--- config.mk ---
export PLATFORM = sky130hd
export DESIGN_NAME = gcd_job_ctrl
export DESIGN_NICKNAME = d
export VERILOG_FILES = /design/src/rtl/gcd_job_ctrl.sv
export SDC_FILE = /design/constraint.sdc
export NUM_CORES = 1
export LEC_CHECK = 0
export CAP_MARGIN = 20
export CELL_PAD_IN_SITES_DETAIL_PLACEMENT = 1
export CELL_PAD_IN_SITES_GLOBAL_PLACEMENT = 1
export CORE_MARGIN = 1.5
export CORE_UTILIZATION = 46
export CTS_BUF_LIST = sky130_fd_sc_hd__clkbuf_16
export CTS_CLUSTER_DIAMETER = 40
export DETAILED_ROUTE_END_ITERATION = 10
export DONT_BUFFER_PORTS = 1
export PLACE_DENSITY_LB_ADDON = 0.1
export SLEW_MARGIN = 20
export SYNTH_ARGS = -nofsm -noshare
export SYNTH_HDL_FRONTEND = slang
export SYNTH_SLANG_ARGS = --single-unit
--- constraint.sdc ---
create_clock -name clk -period 3.7 [get_ports clk]
set_input_delay 0.37 -clock clk [delete_from_list [all_inputs] [get_ports clk]]
set_output_delay 0.37 -clock clk [all_outputs]
set_load 0.005 [all_outputs]
--- src/rtl/gcd_job_ctrl.sv ---
// gcd_job_ctrl: runs one GCD job on an external CPU core per accepted request.
// Each job latches the operands, holds the CPU in reset, stretches the start
// pulse, then waits until the CPU result has been stable long enough.
// Optional feature: define GCD_TIMEOUT_EN to add a WAIT-state watchdog that
// aborts the job with err_code 2'b10 after TIMEOUT_CYCLES clk cycles.
module gcd_job_ctrl #(
  parameter int CLEAR_CYCLES   = 200,
  parameter int START_STRETCH  = 200,
  parameter int STABLE_CNT     = 4,
  parameter int TIMEOUT_CYCLES = 10_000_000
) (
  input  logic        clk,
  input  logic        rst_n,
  input  logic        req,
  input  logic [7:0]  op_a,
  input  logic [7:0]  op_b,
  output logic        cpu_rst_n,
  output logic        cpu_start,
  output logic [31:0] cpu_a,
  output logic [31:0] cpu_b,
  input  logic [31:0] cpu_result,
  output logic        busy,
  output logic        done,
  output logic        err,
  output logic [1:0]  err_code,
  output logic [31:0] result
);

  // One counter serves both CLEAR and START, so it spans the longer phase.
  localparam int PHASE_MAX = (CLEAR_CYCLES > START_STRETCH) ? CLEAR_CYCLES : START_STRETCH;
  localparam int PHASE_W   = $clog2(PHASE_MAX + 1);
  localparam int STAB_W    = $clog2(STABLE_CNT + 1);

  localparam logic [1:0] ERR_NONE    = 2'b00;
  localparam logic [1:0] ERR_ZERO    = 2'b01;
  localparam logic [1:0] ERR_TIMEOUT = 2'b10;

  typedef enum logic [2:0] {
    IDLE,
    CLEAR,
    START,
    WAIT,
    DONE,
    ERR
  } state_t;

  state_t              state;
  logic [PHASE_W-1:0]  phase_cnt;
  logic [STAB_W-1:0]   stab_cnt;
  logic [31:0]         res_meta;
  logic [31:0]         res_sync;
  logic [31:0]         res_prev;
  logic                sample_match;
  logic                qualify;

`ifdef GCD_TIMEOUT_EN
  localparam int TMO_W = $clog2(TIMEOUT_CYCLES + 1);
  logic [TMO_W-1:0]    tmo_cnt;
`endif

  // Bring the slow-domain result across with two flops, then keep one more
  // sample so consecutive synchronized values can be compared.
  always_ff @(posedge clk or negedge rst_n) begin
    if (!rst_n) begin
      res_meta <= '0;
      res_sync <= '0;
      res_prev <= '0;
    end else begin
      // NOTE: non-blocking assignments make each flop take the old value of
      // the one before it; blocking here would collapse the chain to one stage.
      res_meta <= cpu_result;
      res_sync <= res_meta;
      res_prev <= res_sync;
    end
  end

  // A sample counts toward stability only if it is non-zero and repeats.
  assign sample_match = (res_sync != '0) && (res_sync == res_prev);
  assign qualify      = sample_match && (stab_cnt == STAB_W'(STABLE_CNT - 1));

  // Job sequencer with all status and CPU-control outputs registered.
  always_ff @(posedge clk or negedge rst_n) begin
    if (!rst_n) begin
      state     <= IDLE;
      cpu_rst_n <= 1'b0;
      cpu_start <= 1'b0;
      cpu_a     <= '0;
      cpu_b     <= '0;
      busy      <= 1'b0;
      done      <= 1'b0;
      err       <= 1'b0;
      err_code  <= ERR_NONE;
      result    <= '0;
      phase_cnt <= '0;
      stab_cnt  <= '0;
`ifdef GCD_TIMEOUT_EN
      tmo_cnt   <= '0;
`endif
    end else begin
      case (state)
        IDLE, DONE, ERR: begin
          // CPU is released on the first edge after reset and stays out of
          // reset between jobs.
          cpu_rst_n <= 1'b1;
          if (req) begin
            cpu_a     <= {24'd0, op_a};
            cpu_b     <= {24'd0, op_b};
            done      <= 1'b0;
            err       <= 1'b0;
            err_code  <= ERR_NONE;
            phase_cnt <= '0;
            if (op_a == '0 || op_b == '0) begin
              // A zero operand never reaches the CPU.
              state    <= ERR;
              err      <= 1'b1;
              err_code <= ERR_ZERO;
            end else begin
              state     <= CLEAR;
              cpu_rst_n <= 1'b0;
              busy      <= 1'b1;
            end
          end
        end

        CLEAR: begin
          if (phase_cnt == PHASE_W'(CLEAR_CYCLES - 1)) begin
            phase_cnt <= '0;
            cpu_rst_n <= 1'b1;
            cpu_start <= 1'b1;
            state     <= START;
          end else begin
            phase_cnt <= phase_cnt + PHASE_W'(1);
          end
        end

        START: begin
          if (phase_cnt == PHASE_W'(START_STRETCH - 1)) begin
            phase_cnt <= '0;
            cpu_start <= 1'b0;
            stab_cnt  <= '0;
`ifdef GCD_TIMEOUT_EN
            tmo_cnt   <= '0;
`endif
            state     <= WAIT;
          end else begin
            phase_cnt <= phase_cnt + PHASE_W'(1);
          end
        end

        WAIT: begin
          if (qualify) begin
            result   <= res_sync;
            done     <= 1'b1;
            busy     <= 1'b0;
            stab_cnt <= '0;
            state    <= DONE;
          end else begin
            stab_cnt <= sample_match ? stab_cnt + STAB_W'(1) : '0;
`ifdef GCD_TIMEOUT_EN
            if (tmo_cnt == TMO_W'(TIMEOUT_CYCLES - 1)) begin
              err      <= 1'b1;
              err_code <= ERR_TIMEOUT;
              busy     <= 1'b0;
              state    <= ERR;
            end else begin
              tmo_cnt <= tmo_cnt + TMO_W'(1);
            end
`endif
          end
        end

        // NOTE: the two unused encodings fall back to IDLE so a corrupted
        // state register recovers instead of sticking.
        default: state <= IDLE;
      endcase
    end
  end

endmodule

## Word-level counts from Yosys, hierarchy flattened

Index checks and enable logic that the tools add are counted.

- Bits in registers: 165
- Input port bits: 51

- $add $sub $neg: 2
- Equality and inequality tests: 13
- Muxes and demuxes: 27
- Reduce and logical (&&, ||, !) cells: 23

Operators by type and width:

| cell | count |
|---|---|
| equality test 32 bit | 1 |
| nonzero test 32 bit | 1 |
| 2-to-1 mux 3 bit | 8 |
| zero test 8 bit | 2 |
| 2-to-1 mux 8 bit | 2 |
| case mux 8 bit (2 select lines) | 1 |
| case mux 3 bit (4 select lines) | 1 |
| 2-to-1 mux 1 bit | 10 |
| != test 2 bit (second input constant) | 5 |
| AND reduction 2 bit | 5 |
| nonzero test 2 bit | 5 |
| equality test 3 x 2 -> 1 bit (second input constant) | 3 |
| adder 8 x 1 -> 8 bit (second input constant) | 1 |
| equality test 8 bit (second input constant) | 1 |
| case mux 1 bit (2 select lines) | 4 |
| AND reduction 4 bit | 2 |
| equality test 3 bit (second input constant) | 2 |
| case mux 3 bit (2 select lines) | 1 |
| AND reduction 3 bit | 2 |
| adder 3 x 1 -> 3 bit (second input constant) | 1 |
| equality test 3 x 1 -> 1 bit (second input constant) | 1 |
| zero test 3 bit | 1 |
| OR reduction 3 bit | 1 |
| logical AND 1 bit | 2 |
| other kinds (2) | 2 |

## Logic depth before layout (Yosys ltp)

Gate-level depths: netlist (run 1).

- Word-level depth: 5
- Depth in mapped cells: 6

## Worst setup path before layout (run 1)

No wires, ideal clock.

- Kind: register -> register
- From: register res_sync[25]
- To: register result[10]
- Library setup time: 125 ps
- Data arrival time: 1757 ps
- Setup slack: 1818 ps
- Stages on the path, launching flop included: 7
- Cells stage by stage: dfrtp_1 > xnor2_1 > nand4_1 > nor4_4 > nand4_4 > buf_6 > mux2_4

- Word-level cells in the longest chain between the ends: 4
- Elaborated cells on any way between the ends: 5
- Those cells by class: eq/ne: 1; reduce/logical: 4

RTL lines:

| what | line | RTL |
|---|---|---|
| start, declared | 51 | `logic [31:0] res_sync;` |
| start signal, assigned | 72 | `res_sync <= res_meta;` |
| equality test 32 bit / nonzero test 32 bit (equally long branches) | 78 | `assign sample_match = (res_sync != '0) && (res_sync == res_prev);` |
| logical AND 1 bit * | 78 |  |
| logical AND 1 bit * | 79 | `assign qualify = sample_match && (stab_cnt == STAB_W'(STABLE_CNT - 1));` |
| AND reduction 2 bit (no line) * | - |  |
| end signal, assigned | 152 | `result <= res_sync;` |
| end, declared | 26 | `output logic [31:0] result` |

Every way passes the cells marked *; elsewhere a longest branch is shown, timed or not.
A chain may end at the register's enable or synchronous reset.

## Worst setup path in the final report (run 1)

- From: register res_sync[0]
- To: register result[1]

The elaborated chain is that of the path after synthesis.

==> metrics.md, run 1 <==
| Metric | Value |
|---|---|
| Core Region | `13,240 sq um` |
| Worst slew margin | `0.5128` |
| Netlist cell types | `41` |
| Latest clock arrival within the worst-skew pair | `around 0.43 ns` |
| DR vias | `3,395` |
| Outcome | `complete, but fails checks` |
| Skew final | `0.01245 ns` |
| Pre-Repair DR Iteration Count | `4` |
| Total CTS buffers | `17` |
| Period utilization | `0.6858` |
| Nets@finish | `554` |
| Overall global routing resource usage | `0.1841` |
| H-tree levels | `4` |
| CP Capture Type | `flop` |
| Post-CTS Setup Bufs | `0` |
| Main synth FF type | `dfrtp_1` |
| First-pass GRT wire length | `19.93 mm` |
| Detailed Route Iter0 Violations | `158` |
| CP startpoint | `res_sync[0]$_DFF_PN0_` |
| Largest net degree at the start of global routing | `164` |
| Die H | `119.3 um` |
| Worst-case reg-to-reg path depth | `6` |
| Ant. Diodes | `0` |
| Slowest CP cell | `nor4_1` |
| Post-Syn Area | `6226 sq um` |
| Crit path to | `result[1]$_DFFE_PN0P_` |
| Antenna viol nets, final | `0` |
| Hold Path Class | `primary input to asynchronous set/reset pin` |
| Number of synthesis warnings | `0` |
| Fin. Hold Viols | `163` |
| GR Overflow Total | `0` |
| Fraction of layout cells with a size suffix above 1 | `0.1404` |
| Kind of critical path | `flop to flop` |
| Port bufs | `0` |
| FP Rows | `42` |
| Worst hold slack | `-0.3582 ns` |
| Detailed-route wire length | `12.03 mm` |
| Post-CTS resize count | `0` |
| RSZ-0062 raised after global routing | `no` |
| Die X | `approximately 120 um` |
| Max incr delay on CP | `0.45 ns` |
| FF-to-FF Start | `res_sync[0]$_DFF_PN0_` |
| Die area | `14,240 sq um` |
| Syn-to-layout area delta | `14.47%` |
| Crit path required time | `4.01 ns` |
| Worst-path fanout max | `22` |
| Initial antenna violation count | `0` |
| Synth top area share | `0.6551` |
| Io pins | `about 150` |
| Post-DP HPWL | `7.879 mm` |
| Setup tns final | `0 ns` |
| Leak | `~3.3 nW` |
| CTS tree | `built` |
| Fin. max-slew vios | `0` |
| Crit start category | `flop` |
| Synth area leader | `dfrtp_1` |
| Cells after Synth | `around 460` |
| Fillers | `1,342` |
| Violated checks | `hold timing` |
| Crit path DAT | `roughly 2.8 ns` |
| Minimum clock period | `about 2.5 ns` |
| Post-synthesis sequential area ratio | `0.6551` |
| Drc violations | `0` |
| CTS clk-pin slew, worst paths | `0.07 ns` |
| Starting Density | `0.4701` |
| Cell Pwr Density | `approximately 570 nW/um^2` |
| Area of the multi-input gates | `1887 sq um` |
| CTS max path bufs | `2` |
| Crit path cell chain | `nor4_1 > and4_1 > a211oi_2 > nand4_4 > buf_4 > mux2_2` |
| Vias in the first global route | `3,716` |
| Slew of the pin with the lowest slew margin | `0.7242 ns` |
| Max-Cap Viols | `0` |
| R2R Setup Slk | `about 1.2 ns` |
| CTS hold repair buffers | `32` |
| CTS root buf | `clkbuf_16` |
| Final Util | `0.5382` |
| CTS sink cnt | `163` |
| Peak supply drop | `~0.52 mV` |
| Top cells by area, synth | `dfrtp_1 (66%), mux2_4 (6.5%), buf_4 (6.0%)` |
| Async SR Flop Fraction | `1.000` |
| Drt via density | `about 4.9` |
| FF+latch count, synth | `163` |
| Worst flop-to-flop path endpoint | `result[1]$_DFFE_PN0P_` |
| Syn Area/Cell | `13.59 sq um` |
| Flip-flop and latch area | `4079 sq um` |
| RePlAce Congestion | `0.7416` |
| Max frequency | `394.1 MHz` |
| Number of setup violations in the final report | `0` |
| Post-synth EDFFs | `0` |
| Routed WL per cell | `17.45 um` |
## metal layers
metal  vias up  share of wire  GRT usage
met3        14          0.062    0.06705
met5         -              0          0
met1      1727           0.41     0.2207
met2       101           0.51     0.3107
met4         0          0.010    0.05804
li1       1553              -          -
## worst min path at each step
stage / endpoint / slack, ns / cells after the start
final: phase_cnt[0]$_DFFE_PN0P_ / -0.36 / 0
after global routing: phase_cnt[6]$_DFFE_PN0P_ / -0.38 / 0
after CTS: phase_cnt[6]$_DFFE_PN0P_ / -0.38 / 0
after detailed placement: phase_cnt[0]$_DFFE_PN0P_ / 0.08 / 0
after global placement: phase_cnt[1]$_DFFE_PN0P_ / 0.08 / 0
after floorplan: busy$_DFFE_PN0P_ / 0.07 / 0
## layout by cell type, fill, tap and decap left out, types with 3 or more instances in the layout
cell type / count
a22o_1: 4
ha_1: 3
nand4_1: 16
clkbuf_16: 17
mux2_4: 27
nor4_1: 12
or4_1: 3
nor3_1: 3
conb_1: 49
xnor2_1: 36
dlygate4sd3_1: 32
nand2_1: 62
o21ai_0: 6
dfrtp_1: 163
inv_1: 6
a211oi_1: 6
mux2_2: 6
inv_6: 7
a21oi_1: 8
nor2_1: 10
nand3_1: 4
## flip-flops by register name, indices dropped and copies added, names as in the netlist
name	flops
res_meta	32
res_prev	32
res_sync	32
result	32
cpu_a	8
cpu_b	8
phase_cnt	8
stab_cnt	3
state	3
busy	1
cpu_rst_n	1
cpu_start	1
done	1
err_code	1
## worst max-delay path, delay by kind of cell (launching register included)
family / cells / cell delay (ns)
AOI/OAI and AO/OA: 1 / 0.11
DFF: 1 / 0.42
muxes: 1 / 0.40
buffers and inverters: 1 / 0.43
and+or+nand+nor: 3 / 1.04
## power by group
group	internal, W	total, W	switching (W)	leakage, nW
registers	0.00191	0.00203	0.000116	2.00
clock network	0.00101	0.00177	0.000755	0.291
logic	0.000125	0.000242	0.000117	1.05
## cell families (layout without fill, tap and decap cells)
kind of cell | count (synthesis) | count (layout) | synth area share
simple gates | 124 | 124 | 0.1021
fa+ha+maj | 3 | 3 | 0.006030
compound gates | 33 | 33 | 0.03577
buf+inv | 64 | 71 | 0.07235
mux | 33 | 33 | 0.07596
flops | 163 | 163 | 0.6551
xor+xnor | 37 | 37 | 0.05205
other cells | 1 | 49 | 0.0006023
## area by class of cell
| cell class | count | share of cell area |
|---|---|---|
| Inverter | 6 | 0.003160 |
| Clock buffer | 17 | 0.05969 |
| Sequential cell | 163 | 0.5723 |
| Tap cell | 176 | 0.03090 |
| Timing Repair Buffer | 33 | 0.04600 |
| Clock inverter | 15 | 0.02317 |
| Multi-Input combinational cell | 279 | 0.2647 |
## stage by stage
stage               power [W]  std cells  hold WS (ns)  setup WS (ns)  cell area (sq um)
detailed placement   0.002276        625       0.08012          1.137               6216
CTS                  0.004084        689       -0.3752          1.119               7127
global route         0.004208        689       -0.3806         0.9726               7127
floorplan            0.002244        506       0.07441          1.818               6406
finish               0.004038        689       -0.3582          1.163               7127
global placement     0.002259        625       0.08026          1.202               6206
## cell usage after synthesis, types with 2 or more instances
library cell	count
o21a_1	2
nor4_1	12
mux2_2	6
and3_1	2
and4_1	2
xnor2_1	36
dfrtp_1	163
ha_1	3
o21ai_0	6
and2_1	2
a211oi_1	6
nand2_1	62
a21oi_1	8
or4_1	3
nand4_1	16
buf_6	3
nor2_1	10
buf_4	50
clkbuf_1	5
nor3_1	3
inv_1	6
mux2_4	27
nand3_1	4
a22o_1	4
No activity file was read; power rests on OpenSTA's default activity.
==> run 2: changes to the inputs <==
==> constraint.sdc (replaced) <==
create_clock -name clk -period 2.35 [get_ports clk]
set_input_delay 0.235 -clock clk [delete_from_list [all_inputs] [get_ports clk]]
set_output_delay 0.235 -clock clk [all_outputs]
set_load 0.005 [all_outputs]
==> run 2 against run 1 <==
  * The run still ends with hold timing left
  * Clock power grew 54%
  * Flip-flop and latch count is the same
  * Die area is the same
  * Wire length grew 1.8%
  * First-iteration DRC count shrank 11%
  * Maximum frequency grew 17%
  * Critical path type unchanged
  * Largest power group unchanged
==> metrics.md, run 2 (synthesized netlist as in run 1, its figures left out) <==
| Metric | Value |
|---|---|
| CTS clk-pin slew, worst paths | `0.07 ns (about the same)` |
| Fin. max-slew vios | `0 (unchanged)` |
| Hold Path Class | `primary input to asynchronous set/reset pin` |
| Port bufs | `0 (unchanged)` |
| Crit path required time | `2.66 ns (-1.35 ns)` |
| Max frequency | `462.7 MHz (+17%)` |
| Die area | `14,240 sq um (unchanged)` |
| Total CTS buffers | `17 (unchanged)` |
| Crit start category | `flop` |
| First-pass GRT wire length | `20.36 mm (+2.2%)` |
| Detailed Route Iter0 Violations | `141 (-11%)` |
| Kind of critical path | `flop to flop` |
| Vias in the first global route | `3,852 (+3.7%)` |
| Initial antenna violation count | `0 (unchanged)` |
| CTS tree | `built` |
| Io pins | `154 (unchanged)` |
| Number of setup violations in the final report | `0 (unchanged)` |
| Nets@finish | `577 (+4.2%)` |
| Fraction of layout cells with a size suffix above 1 | `0.1418 (+0.001440)` |
| Overall global routing resource usage | `0.1884 (+0.004331)` |
| RePlAce Congestion | `0.7146 (-3.6%)` |
| Busiest grt layer | `met2` |
| Worst slew margin | `0.5133 (+0.0005250)` |
| Met2 GRT Util | `0.3158 (+0.005058)` |
| Antenna viol nets, final | `0 (unchanged)` |
| Crit path DAT | `2.47 ns (-0.37 ns)` |
| Violated checks | `hold timing` |
| CTS sink cnt | `163 (unchanged)` |
| Pre-Repair DR Iteration Count | `4 (unchanged)` |
| Outcome | `complete, but fails checks` |
| RSZ-0062 raised after global routing | `no` |
| CTS max path bufs | `2 (unchanged)` |
| Drc violations | `0 (unchanged)` |
| Setup tns final | `0 ns (unchanged)` |
| Worst-path fanout max | `17 (-23%)` |
| Commonest non-fill, non-tap cell in the layout | `dfrtp_1` |
| Slew of the pin with the lowest slew margin | `0.7299 ns (+0.005793 ns)` |
| Starting Density | `0.4701 (unchanged)` |
| Post-CTS Setup Bufs | `0 (unchanged)` |
| Met1 Track Usage GR | `0.2256 (+0.004951)` |
| Syn-to-layout area delta | `17.91%` |
| CP Capture Type | `flop` |
| Fin. Hold Viols | `163 (unchanged)` |
| Largest net degree at the start of global routing | `164 (unchanged)` |
| DR vias | `3,510 (+3.4%)` |
| GR Overflow Total | `0 (unchanged)` |
| Minimum clock period | `2.161 ns (-0.3762 ns)` |
| CTS hold repair buffers | `49 (+53%)` |
| Routed WL per cell | `17.19 um (-1.5%)` |
| Max-Cap Viols | `0 (unchanged)` |
| Drt via density | `4.930 (about the same)` |
| Ant. Diodes | `0 (unchanged)` |
| Die H | `119.3 um (unchanged)` |
| Worst hold slack | `-0.4936 ns (-0.1354 ns)` |
| Final Util | `0.5543 (+0.01616)` |
| Crit path cell chain | `xnor2_1 > nand4_1 > nor4_4 > nand4_4 > buf_4 > mux2_4` |
| Core Region | `13,240 sq um (unchanged)` |
| H-tree levels | `4 (unchanged)` |
| Latest clock arrival within the worst-skew pair | `0.42 ns (about the same)` |
| CTS root buf | `clkbuf_16` |
| Post-CTS resize count | `0 (unchanged)` |
| Detailed-route wire length | `12.24 mm (+1.8%)` |
| Max incr delay on CP | `0.42 ns (-0.03 ns)` |
| FP Rows | `42 (unchanged)` |
| Period utilization | `0.9196 (+0.2339)` |
| Die X | `119.3 um (unchanged)` |
| Met3 usage | `0.06992 (+0.002874)` |
| Skew final | `0.008692 ns (-0.003760 ns)` |
| Commonest non-fill, non-tap cells in the layout | `dfrtp_1 (163), nand2_1 (62), conb_1 (49), dlygate4sd3_1 (49), xnor2_1 (36)` |
| Post-DP HPWL | `7.883 mm (about the same)` |
| Cell Pwr Density | `859.8 nW/um^2 (+52%)` |
| Leak | `3.444 nW (+3.1%)` |
| Slowest CP cell | `dfrtp_1` |
| Peak supply drop | `0.5770 mV (+11%)` |
[run 2: routing by layer]
| layer | routed length (um) | vias to the layer above |
|---|---|---|
| met3 | 738 | 15 |
| met2 | 6305 | 99 |
| met4 | 171 | 0 |
| met5 | 0 | - |
| li1 | - | 1585 |
| met1 | 5027 | 1811 |
[run 2: worst max-delay path: cells and delay by family, from the launching register on]
| family | cells | cell delay [ns] |
|---|---|---|
| buf+inv | 1 | 0.26 |
| simple gates | 3 | 0.72 |
| xor+xnor | 1 | 0.29 |
| mux | 1 | 0.33 |
| flops | 1 | 0.42 |
[run 2: area by class of cell]
cell class | count | area, sq um
fill | 1357 | 5902
sequential | 163 | 4079
multi-input combinational | 279 | 1881
timing repair buffer | 56 | 555.5
clock buffer | 17 | 425.4
tap | 176 | 220.2
clock inverter | 15 | 157.7
inverter | 6 | 22.52
[run 2: worst paths after layout]
kind	startpoint	endpoint	cells past startpoint	slack [ns]
worst max-delay path	res_sync[26]$_DFF_PN0_	result[23]$_DFFE_PN0P_	6	0.19
worst min-delay path	rst_n	phase_cnt[1]$_DFFE_PN0P_	0	-0.49
worst max register to register	res_sync[26]$_DFF_PN0_	result[23]$_DFFE_PN0P_	6	0.19
worst min register to register	res_meta[7]$_DFF_PN0_	res_sync[7]$_DFF_PN0_	0	0.34
max in group asynchronous	rst_n	cpu_a[4]$_DFFE_PN0P_	0	2.51
min in group clk	req	phase_cnt[2]$_DFFE_PN0P_	3	0.10
[run 2: report_power, final]
group	total, W	switching [W]	internal, W
Clock	0.00272	0.00114	0.00157
Sequential	0.00319	0.000182	0.00301
Combinational	0.000401	0.000185	0.000216
[run 2: metrics by stage]
stage	worst slack, ns	instance area, sq um	total power (W)	cells
after floorplan	0.4676	6406	0.003533	506
final	0.1889	7341	0.006311	712
after detailed placement	0.1620	6267	0.003577	631
after global routing	0.05705	7341	0.006591	712
after global placement	0.2418	6264	0.003556	631
after CTS	0.1344	7341	0.006396	712
